## src/rtl/slime_pkg.sv

```systemverilog
// slime_pkg: screen states, keycodes and winner encodings shared by screen_sequencer.
package slime_pkg;
  typedef enum logic [2:0] {MAIN, INSTR, START, GAME1, GAME2, PAUSE1, PAUSE2, EXIT} screen_t;
  localparam logic [7:0] KEY_ENTER = 8'h28;
  localparam logic [7:0] KEY_ESC   = 8'h29;
  localparam logic [7:0] KEY_I     = 8'h0C;
  localparam logic [7:0] KEY_P     = 8'h13;
  localparam logic [7:0] KEY_ONE   = 8'h1E;
  localparam logic [7:0] KEY_TWO   = 8'h1F;
  localparam logic [1:0] WIN_NONE  = 2'b00;
  localparam logic [1:0] WIN_P1    = 2'b01;
  localparam logic [1:0] WIN_P2    = 2'b10;
  localparam logic [1:0] WIN_DRAW  = 2'b11;
  // One-hot flag vector ordered like screen_t, MAIN in the MSB.
  function automatic logic [7:0] screen_flags(screen_t s);
    return 8'h80 >> s;
  endfunction
endpackage

```

## src/rtl/screen_sequencer_if.sv

```systemverilog
// screen_sequencer_if: keyboard/score inputs and screen-select/score outputs of screen_sequencer.
interface screen_sequencer_if;
  logic [7:0] keycode;
  logic       score_p1, score_p2;
  logic       MainS, StartScreen, Instructions, PauseScreen1, PauseScreen2;
  logic       Game1Screen, Game2Screen, ExitScreen;
  logic       Ready, game_rst;
  logic [3:0] Score1, Score2;
  logic [1:0] winner;
  modport master (
    output keycode, score_p1, score_p2,
    input  MainS, StartScreen, Instructions, PauseScreen1, PauseScreen2,
    input  Game1Screen, Game2Screen, ExitScreen, Ready, game_rst, Score1, Score2, winner
  );
  modport slave (
    input  keycode, score_p1, score_p2,
    output MainS, StartScreen, Instructions, PauseScreen1, PauseScreen2,
    output Game1Screen, Game2Screen, ExitScreen, Ready, game_rst, Score1, Score2, winner
  );
endinterface

```

## src/rtl/frame_tick_sync.sv

```systemverilog
// frame_tick_sync: brings vsync into the Clk domain and emits one registered Clk pulse per rising edge.
module frame_tick_sync (
  input  logic Clk,
  input  logic Reset_n,
  input  logic frame_clk,
  output logic frame_tick
);
  logic [2:0] sync;
  always_ff @(posedge Clk or negedge Reset_n)
    if (!Reset_n) begin
      sync       <= '0;
      frame_tick <= 1'b0;
    end else begin
      sync       <= {sync[1:0], frame_clk};
      frame_tick <= sync[1] & ~sync[2];
    end
endmodule

```

## src/rtl/screen_sequencer.sv

```systemverilog
// screen_sequencer: frame-synchronous screen FSM and score keeper for the slime-games VGA design.
// Define SCREEN_EXIT_TIMEOUT_EN to let the exit screen fall back to MAIN after EXIT_FRAMES ticks.
module screen_sequencer
  import slime_pkg::*;
#(
  parameter int READY_FRAMES = 120,
  parameter int WIN_SCORE    = 7,
  parameter int EXIT_FRAMES  = 300
) (
  input logic Clk,
  input logic Reset_n,
  input logic frame_clk,
  screen_sequencer_if.slave bus
);
  // Counter is shared by the game countdown and the optional exit timeout.
  localparam int CW = $clog2((READY_FRAMES > EXIT_FRAMES ? READY_FRAMES : EXIT_FRAMES) + 1);
  localparam logic [CW-1:0] READY_CNT = CW'(READY_FRAMES);
  localparam logic [3:0] WIN = 4'(WIN_SCORE);
`ifdef SCREEN_EXIT_TIMEOUT_EN
  localparam logic [CW-1:0] EXIT_CNT = CW'(EXIT_FRAMES);
`endif
  screen_t state, state_n;
  logic frame_tick, key_evt, point, entry, win_hit, in_game, ready, game_rst;
  logic [7:0] key_prev, pend_key, key, flags_q;
  logic [CW-1:0] cnt, cnt_n;
  logic [3:0] score1, score2, score1_n, score2_n;
  logic [1:0] winner, winner_n;

  frame_tick_sync u_sync (.Clk, .Reset_n, .frame_clk, .frame_tick);

  assign key_evt = bus.keycode != 8'h00 && bus.keycode != key_prev;
  // A key pressed on the tick itself still counts when nothing was pending.
  assign key     = !frame_tick ? 8'h00 : pend_key != 8'h00 ? pend_key : key_evt ? bus.keycode : 8'h00;
  assign in_game = state == GAME1 || state == GAME2;
  assign point   = in_game && ready && (bus.score_p1 || bus.score_p2);
  assign win_hit = score1 == WIN || score2 == WIN;

  always_ff @(posedge Clk or negedge Reset_n)
    if (!Reset_n) state <= MAIN;
    else state <= state_n;

  always_comb begin
    state_n = state;
    if (frame_tick)
      case (state)
        MAIN:   state_n = key == KEY_ENTER ? START : key == KEY_I ? INSTR : MAIN;
        INSTR:  state_n = key == KEY_ESC ? MAIN : INSTR;
        START:  state_n = key == KEY_ONE ? GAME1 : key == KEY_TWO ? GAME2 : key == KEY_ESC ? MAIN : START;
        GAME1:  state_n = win_hit ? EXIT : key == KEY_ESC ? MAIN : key == KEY_P ? PAUSE1 : GAME1;
        GAME2:  state_n = win_hit ? EXIT : key == KEY_ESC ? MAIN : key == KEY_P ? PAUSE2 : GAME2;
        PAUSE1: state_n = win_hit ? EXIT : key == KEY_ESC ? MAIN : key == KEY_P ? GAME1 : PAUSE1;
        PAUSE2: state_n = win_hit ? EXIT : key == KEY_ESC ? MAIN : key == KEY_P ? GAME2 : PAUSE2;
`ifdef SCREEN_EXIT_TIMEOUT_EN
        EXIT:   state_n = key == KEY_ENTER || cnt < CW'(2) ? MAIN : EXIT;
`else
        EXIT:   state_n = key == KEY_ENTER ? MAIN : EXIT;
`endif
        default: state_n = MAIN;
      endcase
  end

  always_comb begin
    entry    = state == START && (state_n == GAME1 || state_n == GAME2);
    score1_n = entry ? 4'd0 : point && bus.score_p1 && score1 != WIN ? score1 + 4'd1 : score1;
    score2_n = entry ? 4'd0 : point && bus.score_p2 && score2 != WIN ? score2 + 4'd1 : score2;
    winner_n = entry ? WIN_NONE : state_n == EXIT && state != EXIT ?
               (score1 == WIN ? WIN_P1 : WIN_NONE) | (score2 == WIN ? WIN_P2 : WIN_NONE) : winner;
`ifdef SCREEN_EXIT_TIMEOUT_EN
    cnt_n    = entry || point ? READY_CNT : state_n == EXIT && state != EXIT ? EXIT_CNT :
               frame_tick && (in_game || state == EXIT) && cnt != '0 ? cnt - CW'(1) : cnt;
`else
    cnt_n    = entry || point ? READY_CNT : frame_tick && in_game && cnt != '0 ? cnt - CW'(1) : cnt;
`endif
  end

  // Pause freezes cnt, so Ready on return is simply whether the countdown had finished.
  always_ff @(posedge Clk or negedge Reset_n)
    if (!Reset_n) begin
      key_prev <= '0;
      pend_key <= '0;
      cnt      <= '0;
      score1   <= '0;
      score2   <= '0;
      winner   <= WIN_NONE;
      ready    <= 1'b0;
      game_rst <= 1'b0;
      flags_q  <= screen_flags(MAIN);
    end else begin
      key_prev <= bus.keycode;
      pend_key <= frame_tick ? 8'h00 : pend_key == 8'h00 && key_evt ? bus.keycode : pend_key;
      cnt      <= cnt_n;
      score1   <= score1_n;
      score2   <= score2_n;
      winner   <= winner_n;
      ready    <= (state_n == GAME1 || state_n == GAME2) && cnt_n == '0;
      game_rst <= entry || point;
      flags_q  <= screen_flags(state_n);
    end

  assign bus.MainS        = flags_q[7];
  assign bus.Instructions = flags_q[6];
  assign bus.StartScreen  = flags_q[5];
  assign bus.Game1Screen  = flags_q[4];
  assign bus.Game2Screen  = flags_q[3];
  assign bus.PauseScreen1 = flags_q[2];
  assign bus.PauseScreen2 = flags_q[1];
  assign bus.ExitScreen   = flags_q[0];
  assign bus.Ready        = ready;
  assign bus.game_rst     = game_rst;
  assign bus.Score1       = score1;
  assign bus.Score2       = score2;
  assign bus.winner       = winner;
endmodule

```

## src/flat_wrapper.sv

```systemverilog
// flat-port wrapper written by rule: the top's interface ports become plain ports
module screen_sequencer_flat import slime_pkg::*;
#(
  parameter int READY_FRAMES = 120,
  parameter int WIN_SCORE    = 7,
  parameter int EXIT_FRAMES  = 300
)
  (Clk, Reset_n, frame_clk, bus_keycode, bus_score_p1, bus_score_p2, bus_MainS, bus_StartScreen, bus_Instructions, bus_PauseScreen1, bus_PauseScreen2, bus_Game1Screen, bus_Game2Screen, bus_ExitScreen, bus_Ready, bus_game_rst, bus_Score1, bus_Score2, bus_winner);
  screen_sequencer_if bus_i ();
  input logic Clk;
  input logic Reset_n;
  input logic frame_clk;
  input wire logic [$bits(bus_i.keycode)-1:0] bus_keycode;
  input wire logic [$bits(bus_i.score_p1)-1:0] bus_score_p1;
  input wire logic [$bits(bus_i.score_p2)-1:0] bus_score_p2;
  output wire logic [$bits(bus_i.MainS)-1:0] bus_MainS;
  output wire logic [$bits(bus_i.StartScreen)-1:0] bus_StartScreen;
  output wire logic [$bits(bus_i.Instructions)-1:0] bus_Instructions;
  output wire logic [$bits(bus_i.PauseScreen1)-1:0] bus_PauseScreen1;
  output wire logic [$bits(bus_i.PauseScreen2)-1:0] bus_PauseScreen2;
  output wire logic [$bits(bus_i.Game1Screen)-1:0] bus_Game1Screen;
  output wire logic [$bits(bus_i.Game2Screen)-1:0] bus_Game2Screen;
  output wire logic [$bits(bus_i.ExitScreen)-1:0] bus_ExitScreen;
  output wire logic [$bits(bus_i.Ready)-1:0] bus_Ready;
  output wire logic [$bits(bus_i.game_rst)-1:0] bus_game_rst;
  output wire logic [$bits(bus_i.Score1)-1:0] bus_Score1;
  output wire logic [$bits(bus_i.Score2)-1:0] bus_Score2;
  output wire logic [$bits(bus_i.winner)-1:0] bus_winner;
  assign bus_i.keycode = bus_keycode;
  assign bus_i.score_p1 = bus_score_p1;
  assign bus_i.score_p2 = bus_score_p2;
  assign bus_MainS = bus_i.MainS;
  assign bus_StartScreen = bus_i.StartScreen;
  assign bus_Instructions = bus_i.Instructions;
  assign bus_PauseScreen1 = bus_i.PauseScreen1;
  assign bus_PauseScreen2 = bus_i.PauseScreen2;
  assign bus_Game1Screen = bus_i.Game1Screen;
  assign bus_Game2Screen = bus_i.Game2Screen;
  assign bus_ExitScreen = bus_i.ExitScreen;
  assign bus_Ready = bus_i.Ready;
  assign bus_game_rst = bus_i.game_rst;
  assign bus_Score1 = bus_i.Score1;
  assign bus_Score2 = bus_i.Score2;
  assign bus_winner = bus_i.winner;
  screen_sequencer #(.READY_FRAMES(READY_FRAMES), .WIN_SCORE(WIN_SCORE), .EXIT_FRAMES(EXIT_FRAMES)) u_core (.Clk(Clk), .Reset_n(Reset_n), .frame_clk(frame_clk), .bus(bus_i));
endmodule
```

## config.mk

```make
export PLATFORM = sky130hd
export DESIGN_NAME = screen_sequencer_flat
export DESIGN_NICKNAME = d
export VERILOG_FILES = /design/src/rtl/slime_pkg.sv /design/src/rtl/screen_sequencer_if.sv /design/src/rtl/frame_tick_sync.sv /design/src/rtl/screen_sequencer.sv /design/src/flat_wrapper.sv
export SDC_FILE = /design/constraint.sdc
export NUM_CORES = 1
export LEC_CHECK = 0
export ABC_AREA = 1
export CAP_MARGIN = 20
export CORE_MARGIN = 3
export CORE_UTILIZATION = 60
export DETAILED_ROUTE_END_ITERATION = 16
export PLACE_DENSITY = 0.85
export SETUP_SLACK_MARGIN = 0.02
export SLEW_MARGIN = 20
export SYNTH_ARGS = -nofsm -noshare
export SYNTH_HDL_FRONTEND = slang
export SYNTH_HIERARCHICAL = 1
export SYNTH_SLANG_ARGS = --single-unit
```

## constraint.sdc

```tcl
create_clock -name Clk -period 6 [get_ports Clk]
set_input_delay 1.2 -clock Clk [delete_from_list [all_inputs] [get_ports Clk]]
set_output_delay 1.2 -clock Clk [all_outputs]
set_load 0.02 [all_outputs]
```

Word-level counts from Yosys, hierarchy flattened. Cells that the tools add are included.

Register bits after elaboration: 52. Output and inout bits: 20.

Add/subtract/negate cells: 3. Eq/ne operators: 22. Shift-type cells: 1. Muxes and demuxes: 36. Bitwise logic cells: 3. Reductions and logical operators: 28.

Operator list (number): $mux W3 (15); $mux W8 (5); $eq A8 B5 Y1 const B (3); $pmux W3 S8 (1); $eq A3 B3 Y1 const B (6); $mux W9 (2); $eq A8 B6 Y1 const B (2); $mux W4 (4); $reduce_bool A8 Y1 (2); $logic_and A1 B1 Y1 (13); $mux W2 (6); $eq A3 B2 Y1 const B (3); $logic_not A9 Y1 (1); $reduce_bool A9 Y1 (1); $sub A9 B1 Y9 const B (1); $add A4 B1 Y4 const B (2); $eq A4 B3 Y1 const B (2); $eq A8 B4 Y1 const B (1); $logic_not A8 Y1 (1); $ne A4 B3 Y1 const B (2); $ne A8 B8 Y1 (1); $reduce_bool A2 Y1 (4); $shr A8 B3 Y8 const A (1); $logic_or A1 B1 Y1 (5); 7 further kinds (9).

Depth between registers and ports, before layout. Gate-level depths: netlist of the first run.

Depth in word-level cells: 18. Mapped depth: 24.

Hierarchy. Netlist of the first run, hierarchy kept.

By module, submodules not included: screen_sequencer (instances 1, cells each 359, area an instance 2766.4 sq um, sequential area each 1202.4 sq um); frame_tick_sync (instances 1, cells each 6, area an instance 110.1 sq um, sequential area each 100.1 sq um).

Worst setup path before layout of the first run. No wires, ideal clock.

Kind: input-to-reg. Start: input bus_keycode[1]. End: register u_core.winner[0] (netlist: u_core/bus.winner[0]). Arrival: 3.116 ns. Data required time: 5.883 ns. Setup slack: 2.767 ns. Stages on the path: 23. Buffers on the path: 1. Cell sequence: inv_1 -> nand2_1 -> nand2_1 -> nand2_1 -> nor2_4 -> nand2_4 -> nand3_1 -> nand2_2 -> nor2_4 -> nand2_2 -> nor2_4 -> nand2_1 -> nand2_2 -> nand2_1 -> nor2_1 -> nand2_1 -> a21boi_4 -> nand3_2 -> nand2_2 -> nand2_4 -> buf_6 -> nand3_2 -> nand2_1.

Longest elaborated chain between the ends: 15.

Ends and longest elaborated chain: start: declaration (RTL line flat_wrapper.sv:13) `input wire logic [$bits(bus_i.keycode)-1:0] bus_keycode;`; $ne A8 B8 Y1 / $reduce_bool A8 Y1 (equally long branches) (RTL line screen_sequencer.sv:31) `assign key_evt = bus.keycode != 8'h00 && bus.keycode != key_prev;`; $logic_and A1 B1 Y1 (RTL line screen_sequencer.sv:31); $mux W8 * (3 in a row) (RTL line screen_sequencer.sv:33) `assign key = !frame_tick ? 8'h00 : pend_key != 8'h00 ? pend_key : key_evt ? bus.keycode : 8'h00;`; $eq A8 B5 Y1 / $eq A8 B6 Y1 (equally long branches); $mux W2, or another cell as far along (RTL line screen_sequencer.sv:52) `PAUSE2: state_n = win_hit ? EXIT : key == KEY_ESC ? MAIN : key == KEY_P ? GAME2 : PAUSE2;`; $mux W3, on equally long branches (2 in a row); $pmux W3 S8 * (RTL line screen_sequencer.sv:45) `case (state)`; $mux W3 * (RTL line screen_sequencer.sv:44) `if (frame_tick)`; $eq A3 B2 Y1 / $eq A3 B3 Y1 (equally long branches) (RTL line screen_sequencer.sv:63) `entry = state == START && (state_n == GAME1 || state_n == GAME2);`; $logic_or A1 B1 Y1 (RTL line screen_sequencer.sv:63); $logic_and A1 B1 Y1 (RTL line screen_sequencer.sv:63); $mux W2 / $reduce_bool A2 Y1 (equally long branches); end signal: assignment (RTL line screen_sequencer.sv:94) `winner <= winner_n;`; end: declaration (RTL line screen_sequencer.sv:27) `logic [1:0] winner, winner_n;`.

Every way passes the cells marked *; elsewhere a longest branch is shown, timed or not. A chain may end at the register's enable or synchronous reset.

Final worst setup path of the first run.
Start: input bus_keycode[6]. End: register u_core.cnt[4].

Longest elaborated chain between the ends: 16.

Ends and longest elaborated chain: $ne A8 B8 Y1 / $reduce_bool A8 Y1 (equally long branches) (RTL line screen_sequencer.sv:31); $logic_and A1 B1 Y1 (RTL line screen_sequencer.sv:31); $mux W8 * (3 in a row) (RTL line screen_sequencer.sv:33); $eq A8 B5 Y1 (RTL line screen_sequencer.sv:49, screen_sequencer.sv:51); $mux W3, on equally long branches (3 in a row) (RTL line screen_sequencer.sv:51, screen_sequencer.sv:49); $pmux W3 S8 * (RTL line screen_sequencer.sv:45); $mux W3 * (RTL line screen_sequencer.sv:44); named net u_core.state_n[2] (RTL line screen_sequencer.sv:22) `screen_t state, state_n;`; $eq A3 B2 Y1 / $eq A3 B3 Y1 (equally long branches) (RTL line screen_sequencer.sv:63); $logic_or A1 B1 Y1 * (RTL line screen_sequencer.sv:63); $logic_and A1 B1 Y1 * (RTL line screen_sequencer.sv:63); $logic_or A1 B1 Y1 * (RTL line screen_sequencer.sv:72) `cnt_n = entry || point ? READY_CNT : frame_tick && in_game && cnt != '0 ? cnt - CW'(1) : cnt;`; $mux W9 * (RTL line screen_sequencer.sv:72); named net u_core.cnt_n[4] (RTL line screen_sequencer.sv:25) `logic [CW-1:0] cnt, cnt_n;`; end signal: assignment (RTL line screen_sequencer.sv:91) `cnt <= cnt_n;`; end: declaration (RTL line screen_sequencer.sv:25).

The timed path passes the listed nets; every way through them passes the cells marked *.

==> flow_summary.json, run 1 <==
{
  "yosysWarnings": 6,
  "cts_sinks": 52,
  "yosysTopAreaCellShare_pct": 44.4,
  "via_per_inst": 5.23,
  "cp_data_arrival_time_ns": 4.08,
  "critPathKind": "in -> reg",
  "final_antenna_net_count": 0,
  "io_buffers": 32,
  "htreeDepth": 2,
  "insertion_delay_ns": 0.30,
  "grt_pass1_wl_um": 9300,
  "dpl_worst_slack_ns": 1.88,
  "firstDrtPassIters": 4,
  "synth-edff-count": 0,
  "syn_inst": 365,
  "postSynth.asyncResetShare_pct": 100,
  "synthTopCellsByArea": "dfrtp_1 44%, nand2_1 11%, nor2_1 6.8%, inv_1 6.7%, nand3_1 4.9%",
  "crit_path_max_fanout": 13,
  "gp_congestion": 0.905,
  "cts_setup_buffers": 0,
  "fill_cells": 315,
  "powerDensity_nw_per_um2": 417,
  "layout_worst_path_cycle_share_pct": 64.8,
  "maxCapViolations": 0,
  "post_drt_wl_per_cell_um": 12.2,
  "dp_hpwl_um": 4040,
  "dieArea_um2": 5660,
  "path_clk_slew_ns": 0.08,
  "ctsHoldBuffers": 0,
  "slowest_delay_ns": 0.55,
  "critPathMostFrequentCell": "nand2_1",
  "grt_use_total_pct": 21.3,
  "hp-class": "reg -> reg",
  "cpMaxStageDelayCell": "clkdlybuf4s50_1",
  "skew_ns": 0.0123,
  "area_delta_synth_final_pct": 17.3,
  "worst_pin_slew_ns": 0.637,
  "drv_slew": 0,
  "std_cell_rows": 24,
  "dieWidth_um": 75.2,
  "grt_pass1_vias": 2245,
  "synth_area_um2": 2880,
  "post_cts_resized": 0,
  "max_freq_mhz": 257,
  "core_area_um2": 4500,
  "cts_buffer_depth": 2,
  "yosysMostFrequentCell": "nand2_1",
  "antenna_found_initial": 0,
  "layout.nets": 418,
  "tns_ns": 0,
  "place_area_um2": 3240,
  "drtIter0Drc": 167,
  "remaining_drc_errors": 0,
  "critical_path.cell_chain": "clkdlybuf4s50_1 -> xnor2_1 -> nand2_1 -> nor2_4 -> nand2_4 -> nand3_1 -> nand2_1 -> inv_1 -> nand2_1 -> nor2_1 -> nand3_1 -> nand2_1 -> nand2_1 -> nand2_1 -> nand2_1 -> nand2_1 -> nand2_2 -> nand4_2 -> nand2_2 -> nand2_4 -> nand2_4 -> or2_1",
  "start_util_pct": 63.9,
  "synth_area_leader_cell": "dfrtp_1",
  "diodes": 0,
  "synthDistinctLibCells": 34,
  "min_period_ns": 3.89,
  "ios": 33,
  "via_count": 2374,
  "hold_viol_final": 0,
  "status": "finished clean",
  "required_ns": 6.19,
  "cts_inserted_buffers": 5,
  "grt.overflow.total": 0,
  "design_area_um2": 3370,
  "totalWireLength_um": 5550,
  "end_kind": "flip-flop",
  "seq_area_frac_synth_pct": 45.3,
  "timing.final.ws_setup_ns": 2.11,
  "peakVddDrop_v": 0.000289,
  "die_y_um": 75.2,
  "p_leak_uw": 0.00175,
  "yosys-top-cells-count": "83 x nand2_1, 52 x nor2_1, 51 x dfrtp_1, 51 x inv_1, 28 x nand3_1",
  "fin_total_pwr_uw": 1410,
  "grt_max_degree": 53,
  "avgSynthCellArea_um2": 7.88,
  "root_buffer": "clkbuf_8",
  "rsz0062_at_grt": "false",
  "worstSetupStartpointType": "input port",
  "slew-limit-headroom_pct": 57.5,
  "synthesis.nets": 381,
  "setup_viol": 0,
  "cts_tree": "yes",
  "ys.flop_type": "dfrtp_1",
  "layout-drive-gt1-share_pct": 15.9,
  "ys_seq_elements": 52
}
## cells by family after synthesis
group                    after synthesis  synth area share [%]
flip-flops                            52                  45.3
AND/OR/NAND/NOR                      213                  35.8
XOR/XNOR                               9                  2.74
buffers and inverters                 68                  9.18
adder cells (fa/ha/maj)                3                  1.31
AO/OA/AOI/OAI                         20                  5.65
## final timing paths
check,startpoint,end,slack [ns],depth (start not counted)
worst max-delay path,bus_keycode[6],u_core/cnt[4],2.11,22
worst min-delay path,u_core/u_sync/sync[0],u_core/u_sync/sync[1],0.35,0
worst max register to register,u_core/pend_key[7],u_core/cnt[4],3.03,19
worst min register to register,u_core/u_sync/sync[0],u_core/u_sync/sync[1],0.35,0
max in group asynchronous,Reset_n,u_core/bus.winner[0],4.57,2
min in group asynchronous,Reset_n,u_core/key_prev[1],1.00,2
## worst max-delay path, delay by kind of cell
kind / cells / cell delay, ns
simple gates: 19 / 2.10
xor+xnor: 1 / 0.13
buf+inv: 2 / 0.64
## through the flow
stage	util [%]	std cells	hold WS (ns)
final	74.9	454	0.353
after global routing	74.9	454	0.368
after CTS	74.9	454	0.357
after detailed placement	72.0	447	0.336
after global placement	72.0	447	0.333
after floorplan	-	365	0.331
## report_power, final
group | switching [µW] | internal [µW]
Clock | 108 | 164
Combinational | 395 | 229
Sequential | 66.6 | 444
## cell type report
type	count	area, µm²	share of cell area (%)
clock inverters	2	60.1	1.78
well taps	52	65.1	1.93
multi-input cells	245	1310	38.8
flip-flops and latches	52	1300	38.6
inverters	65	244	7.23
repair buffers	33	323	9.57
clock buffers	5	68.8	2.04
## registers in the layout (all words and copies together), names as in the netlist
signal and cells:
u_core/bus.Ready 1, u_core/bus.Score1 4, u_core/bus.Score2 4, u_core/bus.game_rst 1, u_core/bus.winner 2, u_core/cnt 9, u_core/flags_q 8, u_core/key_prev 8
u_core/pend_key 8, u_core/state 3, u_core/u_sync/frame_tick 1, u_core/u_sync/sync 3
## metal layers
layer,wire (µm),vias up,global-route usage [%]
met3,284,9,4.81
met1,2430,1097,27.1
met5,0,-,0
li1,-,1203,-
met4,93,0,7.57
met2,2740,65,35.8
## cells in the final DEF, fill, tap and decap left out, types with 4 or more instances in the layout
| cell type | count |
|---|---|
| nand2_1 | 83 |
| nor2_1 | 52 |
| inv_1 | 51 |
| dfrtp_1 | 51 |
| clkdlybuf4s50_1 | 31 |
| nand3_1 | 28 |
| inv_2 | 14 |
| nand2_2 | 10 |
| nor3_1 | 8 |
| nor2_4 | 6 |
| nand4_1 | 6 |
| a21oi_1 | 6 |
| clkbuf_8 | 5 |
| xor2_1 | 5 |
| xnor2_1 | 4 |
| nor2_2 | 4 |
| nand3_2 | 4 |
| o211ai_2 | 4 |
Power figures use the tool's default switching activity.
==> run 2, diff against run 1 <==
--- a/config.mk
+++ b/config.mk
@@ -8,9 +8,9 @@
 export ABC_AREA = 1
 export CAP_MARGIN = 20
 export CORE_MARGIN = 3
-export CORE_UTILIZATION = 60
+export CORE_UTILIZATION = 51
 export DETAILED_ROUTE_END_ITERATION = 16
-export PLACE_DENSITY = 0.85
+export PLACE_DENSITY = 0.76
 export SETUP_SLACK_MARGIN = 0.02
 export SLEW_MARGIN = 20
 export SYNTH_ARGS = -nofsm -noshare
==> constraint.sdc (replaced) <==
create_clock -name Clk -period 3.2 [get_ports Clk]
set_input_delay 0.64 -clock Clk [delete_from_list [all_inputs] [get_ports Clk]]
set_output_delay 0.64 -clock Clk [all_outputs]
set_load 0.02 [all_outputs]
==> run 2 against run 1 <==
Against the previous run:
- cell count grew 10%
- critical endpoint is now u_core/bus.Score2[2]
- highest routed layer unchanged
- utilization shrank 6.0 points
- largest cell class unchanged
- routed wire length grew 8.6%
- sequential cell count is the same
- power grew 96%
- register-to-register slack lost 2.6 ns
- combinational power grew 120%
- sequential power grew 88%
==> flow_summary.json, run 2 (same netlist as run 1, synthesis figures left out) <==
{
  "max_freq_mhz": 358,
  "path_clk_slew_ns": 0.09,
  "reg2reg_from": "u_core/pend_key[6]",
  "cts_setup_buffers": 0,
  "htreeDepth": 2,
  "layout-drive-gt1-share_pct": 23.4,
  "insertion_delay_ns": 0.30,
  "drtIter0Drc": 140,
  "io_buffers": 32,
  "hp-class": "in -> async",
  "totalWireLength_um": 6030,
  "cp_data_arrival_time_ns": 2.98,
  "crit_path_max_fanout": 8,
  "ios": 33,
  "drv_slew": 0,
  "setup_viol": 0,
  "dp_hpwl_um": 4540,
  "cpMaxStageDelayCell": "buf_4",
  "end_kind": "flip-flop",
  "grt_use_total_pct": 20.1,
  "antenna_found_initial": 0,
  "cts_sinks": 52,
  "grt_pass1_wl_um": 10400,
  "cts_tree": "yes",
  "fin_total_pwr_uw": 2760,
  "layout.nets": 446,
  "status": "finished clean",
  "fin_cells": 501,
  "via_per_inst": 5.00,
  "ctsHoldBuffers": 0,
  "largest_reg_flops": 9,
  "startpoint": "bus_keycode[1]",
  "grt.overflow.total": 0,
  "critPathMostFrequentCell": "nand2_1",
  "place_inst": 493,
  "hold_viol_final": 0,
  "layout_worst_path_cycle_share_pct": 87.2,
  "required_ns": 3.39,
  "std_cell_rows": 26,
  "area_delta_synth_final_pct": 26.3,
  "worstSetupStartpointType": "input port",
  "layout_commonest_cell": "nand2_1",
  "critPathKind": "in -> reg",
  "grt_max_degree": 37,
  "post_cts_resized": 0,
  "cts_inserted_buffers": 5,
  "diodes": 0,
  "fill_cells": 452,
  "skew_ns": 0.0101,
  "critical_path.top_delay_family": "simple AND/OR/NAND/NOR gates",
  "dieWidth_um": 81.1,
  "post_drt_wl_per_cell_um": 12.0,
  "core_area_um2": 5270,
  "worst_pin_slew_ns": 0.569,
  "firstDrtPassIters": 4,
  "final_antenna_net_count": 0,
  "gp_congestion": 0.943,
  "dpl_worst_slack_ns": -0.193,
  "root_buffer": "clkbuf_8",
  "die_y_um": 81.1,
  "dieArea_um2": 6580,
  "peakVddDrop_v": 0.000402,
  "grt_pass1_vias": 2462,
  "cts_buffer_depth": 2,
  "regMostFlops": "u_core/cnt",
  "min_period_ns": 2.79,
  "layout_common_cells": "81 x nand2_1, 51 x nor2_1, 51 x dfrtp_1",
  "maxCapViolations": 0,
  "p_leak_uw": 0.00195,
  "start_util_pct": 54.6,
  "timing.final.ws_setup_ns": 0.408,
  "slew-limit-headroom_pct": 62.1,
  "remaining_drc_errors": 0,
  "holdWs_ns": 0.251,
  "via_count": 2507,
  "slowest_delay_ns": 0.19,
  "cp_num_buf_inv": 5,
  "powerDensity_nw_per_um2": 759,
  "critical_path.cell_chain": "dlymetal6s2s_1 -> inv_2 -> nand2_1 -> nand2_1 -> nand2_1 -> nor2_4 -> nand2_4 -> nand3_1 -> nand2_1 -> inv_1 -> nand2_1 -> nor2_1 -> nand2_1 -> a21oi_1 -> nor2_1 -> nand2_1 -> nand2_1 -> nand2_2 -> nand4_2 -> nand2_2 -> nand2_4 -> buf_4 -> o211ai_2 -> inv_2",
  "rsz0062_at_grt": "false"
}
run 2: changes by cell type in the layout (fill, tap and decap cells not counted), sizes merged:
cell           change
clkbuf             +1
dlymetal6s2s       +8
clkinv             +1
bufinv             -1
clkdlybuf4s50      -8
buf               +28
run 2: final timing paths:
path / depth (start not counted) / slack [ns] / endpoint
worst max-delay path: 24 / 0.41 / u_core/bus.Score2[2]
worst min-delay path: 1 / 0.25 / u_core/key_prev[0]
worst max register to register: 19 / 0.41 / u_core/bus.Score2[2]
worst min register to register: 0 / 0.36 / u_core/u_sync/sync[1]
max in group asynchronous: 2 / 2.13 / u_core/flags_q[7]
min in group Clk: 0 / 0.36 / u_core/u_sync/sync[1]
run 2: metrics by stage:
stage	setup TNS (ns)	cell area, µm²	utilization [%]
2_1_floorplan	0	2880	-
3_3_place_gp	-1.55	3480	66.0
3_5_place_dp	-3.18	3480	66.0
4_1_cts	0	3580	68.0
5_1_grt	0	3630	68.9
6_report	0	3630	68.9
run 2: final cells by class:
| cell class | instances | area (µm²) | share of cell area (%) |
|---|---|---|---|
| Multi-Input combinational cell | 245 | 1340 | 36.8 |
| Inverter | 65 | 244 | 6.72 |
| Clock buffer | 6 | 72.6 | 2.00 |
| Timing Repair Buffer | 61 | 553 | 15.2 |
| Clock inverter | 2 | 35.0 | 0.965 |
| Sequential cell | 52 | 1300 | 35.9 |
| Tap cell | 70 | 87.6 | 2.41 |
run 2: where the power goes:
part | switching (µW) | internal [µW] | total, µW
combinational | 795 | 566 | 1360
clock | 203 | 232 | 435
sequential | 128 | 834 | 962
run 2: layer usage:
layer,vias up,track usage [%],wire length (µm)
met5,-,0,0
met4,0,5.41,43
met3,6,3.99,261
met2,62,35.1,3100
met1,1180,25.4,2620
li1,1259,-,-
